### config.mk
export PLATFORM = sky130hd
export DESIGN_NAME = lib_rr_arb
export DESIGN_NICKNAME = d
export VERILOG_FILES = /design/src/rtl/lib_pkg.sv /design/src/rtl/lib_ffs.sv /design/src/rtl/lib_rr_arb.sv
export SDC_FILE = /design/constraint.sdc
export NUM_CORES = 1
export LEC_CHECK = 0
export ABC_AREA = 0
export CORE_MARGIN = 1
export CORE_UTILIZATION = 38
export CTS_CLUSTER_DIAMETER = 150
export DETAILED_ROUTE_END_ITERATION = 8
export PLACE_DENSITY_LB_ADDON = 0.12
export SLEW_MARGIN = 20
export SYNTH_ARGS = -nofsm -noshare
export SYNTH_HDL_FRONTEND = slang
export SYNTH_HIERARCHICAL = 1
export SYNTH_SLANG_ARGS = --single-unit
export TNS_END_PERCENT = 100
### constraint.sdc
create_clock -name clk -period 3 [get_ports clk]
set_input_delay 0.75 -clock clk [delete_from_list [all_inputs] [get_ports clk]]
set_output_delay 0.75 -clock clk [all_outputs]
set_load 0.02 [all_outputs]
### src/rtl/lib_pkg.sv
// Shared library package for the arbiter slice.
//   arb_state_e   : arbiter FSM states (IDLE, BUSY)
//   onehot_to_bin : binary index of a one-hot vector (up to LIB_MAX_N bits)
//   rotl1         : rotate-left-by-1 within the low n bits of a vector
package lib_pkg;

  localparam int unsigned LIB_MAX_N     = 32;
  localparam int unsigned LIB_MAX_IDX_W = 5;

  typedef enum logic {
    IDLE = 1'b0,
    BUSY = 1'b1
  } arb_state_e;

  // OR-reduction encoder: exact for one-hot input, 0 for all-zero input.
  function automatic logic [LIB_MAX_IDX_W-1:0] onehot_to_bin(
    input logic [LIB_MAX_N-1:0] oh
  );
    logic [LIB_MAX_IDX_W-1:0] idx;
    idx = '0;
    for (int unsigned i = 0; i < LIB_MAX_N; i++) begin
      if (oh[i]) idx |= i[LIB_MAX_IDX_W-1:0];
    end
    return idx;
  endfunction

  // Rotate the low n bits left by one; bits at or above n are cleared.
  function automatic logic [LIB_MAX_N-1:0] rotl1(
    input logic [LIB_MAX_N-1:0] v,
    input int unsigned          n
  );
    logic [LIB_MAX_N-1:0] r;
    r = '0;
    for (int unsigned i = 0; i < LIB_MAX_N; i++) begin
      if (i < n) begin
        if (i == n - 1) r[0] = v[i];
        else            r[i+1] = v[i];
      end
    end
    return r;
  endfunction

endpackage

### src/rtl/lib_ffs.sv
// Find-first-set with a one-hot starting point and wrap-around.
//   vect    : candidate bits
//   base    : one-hot start position (searched first)
//   first   : one-hot first set bit of vect at/after base, wrapping; 0 if vect==0
// LSB_MSB=1 searches upward from base, LSB_MSB=0 searches downward.
module lib_ffs #(
  parameter int unsigned WIDTH   = 4,
  parameter bit          LSB_MSB = 1'b1
) (
  input  logic [WIDTH-1:0] vect,
  input  logic [WIDTH-1:0] base,
  output logic [WIDTH-1:0] first
);

  logic [WIDTH-1:0]   v_n;
  logic [WIDTH-1:0]   b_n;
  logic [WIDTH-1:0]   f_n;
  logic [2*WIDTH-1:0] dbl;
  logic [2*WIDTH-1:0] dbl_hit;

  always_comb begin
    v_n = '0;
    b_n = '0;
    for (int unsigned i = 0; i < WIDTH; i++) begin
      v_n[i] = LSB_MSB ? vect[i] : vect[WIDTH-1-i];
      b_n[i] = LSB_MSB ? base[i] : base[WIDTH-1-i];
    end
    // Subtracting the one-hot base from the doubled vector borrows up to the
    // first set bit at/above base; the upper copy provides the wrap.
    dbl     = {v_n, v_n};
    dbl_hit = dbl & ~(dbl - {{WIDTH{1'b0}}, b_n});
    f_n     = dbl_hit[WIDTH-1:0] | dbl_hit[2*WIDTH-1:WIDTH];
    first   = '0;
    for (int unsigned i = 0; i < WIDTH; i++) begin
      first[i] = LSB_MSB ? f_n[i] : f_n[WIDTH-1-i];
    end
  end

endmodule

### src/rtl/lib_rr_arb.sv
// Round-robin packet arbiter: N streaming sources onto one sink.
// Grant is held for a whole packet (until a beat with last is accepted),
// then priority rotates to one past the winner. One idle bubble between
// packets.
//   clk, rst              : clock, synchronous active-high reset
//   in_valid/in_last      : per-requester valid and end-of-packet
//   in_data               : flat, requester i at [i*DATA_W +: DATA_W]
//   in_ready              : per-requester ready (granted requester only)
//   out_valid/last/data   : downstream beat, combinational from granted source
//   out_ready             : downstream ready
//   gnt / gnt_idx         : one-hot grant and its index (0 when idle)
module lib_rr_arb
  import lib_pkg::*;
#(
  parameter  int unsigned N      = 4,
  parameter  int unsigned DATA_W = 8,
  localparam int unsigned IDX_W  = $clog2(N)
) (
  input  logic                clk,
  input  logic                rst,
  input  logic [N-1:0]        in_valid,
  input  logic [N-1:0]        in_last,
  input  logic [N*DATA_W-1:0] in_data,
  output logic [N-1:0]        in_ready,
  output logic                out_valid,
  output logic                out_last,
  output logic [DATA_W-1:0]   out_data,
  input  logic                out_ready,
  output logic [N-1:0]        gnt,
  output logic [IDX_W-1:0]    gnt_idx
);

  arb_state_e        state_q, state_d;
  logic [N-1:0]      gnt_q, gnt_d;
  logic [IDX_W-1:0]  gnt_idx_q, gnt_idx_d;
  logic [N-1:0]      base_q, base_d;
  logic [N-1:0]      winner;
  logic [DATA_W-1:0] data_arr [N];

  lib_ffs #(
    .WIDTH   (N),
    .LSB_MSB (1'b1)
  ) u_ffs (
    .vect  (in_valid),
    .base  (base_q),
    .first (winner)
  );

  always_comb begin
    for (int unsigned i = 0; i < N; i++) begin
      data_arr[i] = in_data[i*DATA_W +: DATA_W];
    end
  end

  always_comb begin
    state_d   = state_q;
    gnt_d     = gnt_q;
    gnt_idx_d = gnt_idx_q;
    base_d    = base_q;
    out_valid = 1'b0;
    out_last  = 1'b0;
    out_data  = '0;
    in_ready  = '0;
    case (state_q)
      IDLE: begin
        if (|in_valid) begin
          gnt_d     = winner;
          gnt_idx_d = IDX_W'(onehot_to_bin(LIB_MAX_N'(winner)));
          state_d   = BUSY;
        end
      end
      BUSY: begin
        out_valid = in_valid[gnt_idx_q];
        out_last  = in_last[gnt_idx_q];
        out_data  = data_arr[gnt_idx_q];
        in_ready  = gnt_q & {N{out_ready}};
        if (out_valid && out_ready && out_last) begin
          base_d    = N'(rotl1(LIB_MAX_N'(gnt_q), N));
          gnt_d     = '0;
          gnt_idx_d = '0;
          state_d   = IDLE;
        end
      end
      default: state_d = IDLE;
    endcase
  end

  always_ff @(posedge clk) begin
    if (rst) begin
      state_q   <= IDLE;
      gnt_q     <= '0;
      gnt_idx_q <= '0;
      base_q    <= N'(1);
    end else begin
      state_q   <= state_d;
      gnt_q     <= gnt_d;
      gnt_idx_q <= gnt_idx_d;
      base_q    <= base_d;
    end
  end

  assign gnt     = gnt_q;
  assign gnt_idx = gnt_idx_q;

  a_gnt_onehot0: assert property (@(posedge clk) disable iff (rst) $onehot0(gnt_q));
  a_gnt_idle:    assert property (@(posedge clk) disable iff (rst)
                                  ((gnt_q == '0) == (state_q == IDLE)));
  a_base_onehot: assert property (@(posedge clk) disable iff (rst) $onehot(base_q));
  a_ready_gnt:   assert property (@(posedge clk) disable iff (rst)
                                  ((in_ready & ~gnt_q) == '0));

endmodule

Word-level counts from Yosys, hierarchy flattened
Index checks and enable logic that the tools add are counted.
{"block": "totals", "regBits": 11, "inputBits": 43, "out_inout_bits": 20, "wordCells": 43}
{"block": "op_classes", "add_sub_neg": 1, "order_cmp": 2, "n_eq_ne": 2, "mux": 23, "bitwise_logic": 6, "reduce_logical": 5}
{"op": "$mux W8", "n": 3}
{"op": "$bmux W8 S2", "n": 1}
{"op": "$mux W4", "n": 3}
{"op": "$and A8 B8 Y8", "n": 1}
{"op": "$mux W2", "n": 4}
{"op": "$not A8 Y8", "n": 1}
{"op": "$pmux W4 S2", "n": 1}
{"op": "$sub A8 B4 Y8", "n": 1}
{"op": "$mux W1", "n": 7}
{"op": "$and A4 B4 Y4", "n": 1}
{"op": "$bmux W1 S2", "n": 2}
{"op": "$or A4 B4 Y4", "n": 1}
{"op": "$pmux W2 S2", "n": 1}
{"op": "$reduce_and A2 Y1", "n": 2}
{"op": "$reduce_or A4 Y1", "n": 1}
{"op": "$ge A3 B3 Y1 const B", "n": 1}
{"op": "$lt A2 B3 Y1 const B", "n": 1}
{"op": "$not A2 Y3", "n": 1}
{"op": "$logic_and A1 B1 Y1", "n": 2}
{"op": "$ne A2 B1 Y1 const B", "n": 1}
{"op": "$ne A2 B2 Y1 const B", "n": 1}
{"op": "$pmux W1 S2", "n": 1}
{"op": "$not A1 Y1", "n": 1}

Depth between registers and ports, before layout
{"block": "logic_depth", "ltp_word": 9, "ltp_mapped": 9, "depth_no_buf": 9}

Modules after synthesis
Netlist, hierarchy kept.
{"module": "lib_rr_arb", "instances": 1, "cells_each": 88, "area_each_um2": 903.4, "seq_area_each_um2": 220.2}
{"module": "lib_ffs", "instances": 1, "cells_each": 24, "area_each_um2": 186.4, "seq_area_each_um2": 0.0}

Least setup slack after synthesis
OpenSTA, ideal clock, no wires.
{"block": "synth_timing", "path_kind": "input -> register", "from": "in in_valid[1]", "to": "reg gnt_idx_q[1] (netlist: gnt_idx[1])", "setup_ps": 121, "arrival_time_ps": 2272, "t_required_ps": 2879, "path_slack_ps": 607, "cell_stages": 9, "path_buffers": 0, "path_cell_list": "inv_1 fa_1 and2b_1 o21ai_1 nor4b_1 o31a_1 nor2_1 nor3_1 mux2_4"}
{"block": "synth_via", "elab_chain_cells": 8, "word_cells_on_any_way": 16, "classes_between": "1 x add/sub; 2 x eq/ne; 6 x mux; 3 x bitwise; 4 x reduce/logical"}
{"element": "from (decl)", "line": "lib_rr_arb.sv:21", "source": "input logic [N-1:0] in_valid,"}
{"element": "$sub A8 B4 Y8", "line": "lib_ffs.sv:31", "source": "dbl_hit = dbl & ~(dbl - {{WIDTH{1'b0}}, b_n});"}
{"element": "$not A8 Y8", "line": "lib_ffs.sv:31"}
{"element": "$and A8 B8 Y8", "line": "lib_ffs.sv:31"}
{"element": "$or A4 B4 Y4", "line": "lib_ffs.sv:32", "source": "f_n = dbl_hit[WIDTH-1:0] | dbl_hit[2*WIDTH-1:WIDTH];"}
{"element": "named net winner[2]", "line": "lib_rr_arb.sv:37", "source": "logic [N-1:0] winner;"}
{"element": "$mux W2 (2 in series)", "line": "lib_pkg.sv:22", "source": "if (oh[i]) idx |= i[LIB_MAX_IDX_W-1:0];"}
{"element": "$mux W2", "line": "lib_rr_arb.sv:66", "source": "if (|in_valid) begin"}
{"element": "$pmux W2 S2", "line": "lib_rr_arb.sv:64", "source": "case (state_q)"}
{"element": "to (signal assigned)", "line": "lib_rr_arb.sv:97", "source": "gnt_idx_q <= gnt_idx_d;"}
{"element": "to (decl)", "line": "lib_rr_arb.sv:35", "source": "logic [IDX_W-1:0] gnt_idx_q, gnt_idx_d;"}
The timed path passes the listed nets, and every way through them passes these cells. The select of a mux whose other input is x is not followed.
A chain may end at the register's enable or synchronous reset.

Worst setup path after layout
{"block": "layout_timing", "from": "in in_data[18]", "to": "out out_data[2]"}
{"block": "layout_via", "elab_chain_cells": 4}
{"element": "from (decl)", "line": "lib_rr_arb.sv:23", "source": "input logic [N*DATA_W-1:0] in_data,"}
{"element": "$bmux W8 S2", "line": "lib_rr_arb.sv:75", "source": "out_data = data_arr[gnt_idx_q];"}
{"element": "$mux W8 (not written as such) (2 in series)", "line": "lib_rr_arb.sv:75"}
{"element": "$mux W8", "line": "lib_rr_arb.sv:64"}
{"element": "to (decl)", "line": "lib_rr_arb.sv:27", "source": "output logic [DATA_W-1:0] out_data,"}
Every way passes these cells. The select of a mux whose other input is x is not followed.

==> flow_metrics.tcl <==
set metrics [dict create \
    fin_tns_setup_ns 0 \
    vias_per_cell 5.465 \
    synth_area_leaders "dfxtp_1 (20%), mux4_1 (19%), mux2i_1 (5.5%)" \
    stdcell_count 215 \
    yosysWarnings 6 \
    comb_power_share 0.480 \
    cp_data_arrival_time_ns 2.14 \
    row_count 19 \
    leakagePower_uw 0.0007366 \
    worstPathCellList "clkdlybuf4s50_1, mux4_1, and2_1, dlygate4sd2_1" \
    post-route-period-util 0.9648 \
    dp_worst_setup_slack_ns -0.1451 \
    io_pins 63 \
    end_kind "output pin" \
    power.density_mw_per_mm2 281.9 \
    worstMarginPinSlew_ns 0.5753 \
    dieArea_mm2 0.003086 \
    post-route-min-period_ns 2.895 \
    synthArstFlopShare 0 \
    cts-root-buf "clkbuf_4" \
    io_buffer_count 62 \
    track_usage 0.2189 \
    ys_seq_area_frac 0.2021 \
    grt_overflow 0 \
    diodes 0 \
    rsz0062_at_grt "false" \
    slew_headroom 0.6160 \
    synthFlopType "dfxtp_1" \
    wl_per_cell_um 14.75 \
    area_growth_pct 67.39 \
    postRouteAntennaNets 0 \
    dr.pass1.iters 4 \
    crit_path_start_kind "input port" \
    rrSetupSlack_ns 0.86 \
    hold_viol_final 0 \
    cts.clk_slew.worst_paths_ns 0.07 \
    drv_slew 0 \
    synth.top_cell.area_share 0.2021 \
    rr_startpoint "base_q[0]$_SDFFE_PP1P_" \
    p_seq_frac 0.324 \
    cp.buffers_inverters 2 \
    post-cts-setup-buffers 0 \
    place_inst 211 \
    grt_pass1_vias 1198 \
    wl_mm 3.172 \
    clockBufferDepth 2 \
    crit_type "input port to output pin" \
    antenna_found_initial 0 \
    hpwl_mm 2.532 \
    p_int_uw 348.2 \
    syn_area_per_cell_um2 9.730 \
    vias 1175 \
    chipHeight_um 55.55 \
    worst_path_dominant_cell_family "buffers and inverters" \
    cts.sinks 11 \
    max_stage_delay_ns 0.50 \
    final_nets 232 \
    core_mm2 0.002734 \
    p_sw_frac 0.3228 \
    grt_pass1_wl_mm 5.402 \
    start_util 0.3986 \
    setup_viol 0 \
    crit_fanout 1 \
    synth_fp_nets 159 \
    synth_cells 112 \
    max_freq_mhz 345.5 \
    drc 0 \
    cts_tree "done" \
    synth_edf_count 0 \
    netlist_area_mm2 0.001090 \
    yosysUniqueCellTypes 38 \
    yosysTopAreaCell "dfxtp_1" \
    clockPowerShare 0.196 \
    h-tree-depth 1 \
    slowest_stage "mux4_1" \
    gp_congestion 0.8357 \
    die_x_um 55.55 \
    fin_ws_ns 0.1055 \
    skew_ns 0.008837 \
    switchingPower_uw 166.0 \
    peakVddDrop_v 0.0002623 \
    hold_class "register to register" \
    drive_gt1_frac 0.1304 \
    min_from "base_q[2]$_SDFFE_PP0P_" \
    cts_buffers 3 \
    clk_latency_ns 0.26 \
    grt_start_max_net_pins 17 \
    final_common_cell "clkdlybuf4s50_1" \
    outcome "finished, final reports clean" \
    ys_ff_latch 11 \
    drt_iter0_drc 55 \
    layout_common_cells "clkdlybuf4s50_1 (52), buf_4 (11), dfxtp_1 (10), nand3_1 (9), dlygate4sd2_1 (9)" \
    setup.worst_path.start "in_data[18]" \
    maxCapViolCount 0 \
    worstPathRequired_ns 2.25 \
]
-- tightest hold or removal path: stages, from the launching register on --
cell	delay, ns
dfxtp_1	0.31
o21ai_1	0.07
a21oi_1	0.06
-- registers in the layout, indices dropped and copies added (netlist names) --
name,flops
gnt_idx,2
gnt,4
base_q,4
state_q,1
-- cell usage after synthesis, drive strengths merged, types with 5 or more instances --
cell   number
dfxtp      11
o21ai       6
inv         6
nand2       7
mux4        8
mux2i       7
and2        8
nand3       9
nor2b       6
a21oi       5
-- cell families after synthesis --
family / count (synthesis) / synth area share
AND/OR/NAND/NOR: 45 / 0.2262
AO/OA/AOI/OAI: 21 / 0.1561
multiplexers: 18 / 0.3065
buffers and inverters: 12 / 0.04821
flip-flops: 11 / 0.2021
adder cells (fa/ha/maj): 4 / 0.05282
XOR/XNOR: 1 / 0.008038
-- power groups by stage --
stage                     Sequential [uW]  Clock [uW]  Combinational, uW
after floorplan                       168           0                128
after global placement                169           0                249
after detailed placement              170           0                255
after CTS                             166         102                247
after global routing                  168         111                265
final                                 167         101                247
-- per-stage QoR --
step             util  hold slack, ns  power, uW  instance area [um^2]
2_1_floorplan       -          0.4542      296.0                  1090
3_3_place_gp   0.6604          0.4711      417.9                  1805
3_5_place_dp   0.6604          0.4760      424.4                  1805
4_1_cts        0.6659          0.4859      514.9                  1821
5_1_grt        0.6673          0.5279      544.0                  1824
6_report       0.6673          0.4876      514.3                  1824
-- final cells by class --
cell class	count	area, um^2
timing repair buffer	73	694.4
fill	225	909.6
inverter	7	26.28
multi-input combinational	89	817.0
sequential	11	221.5
tap	31	38.79
clock buffer	4	26.28
-- layer usage --
metal / global-route usage / wire length [um] / up-vias
met5: 0 / 0 / -
met4: 0.05714 / 46 / 0
met3: 0.04684 / 173 / 6
met2: 0.3769 / 1525 / 38
met1: 0.2770 / 1427 / 562
li1: - / - / 569
-- timing repair --
| item | CTS | global route |
|---|---|---|
| hold buffers | 0 | 0 |
| setup endpoints to repair | 9 | 1 |
| cloned | 0 | 0 |
| gates resized for setup | 9 | 2 |
-- final timing paths --
kind | to | depth (start not counted)
worst max register to register | gnt_idx[1]$_SDFFE_PP0P_ | 9
worst min register to register | base_q[2]$_SDFFE_PP0P_ | 2
worst max-delay path | out_data[2] | 4
worst min-delay path | base_q[2]$_SDFFE_PP0P_ | 2
(Power assumes the default switching activity.)
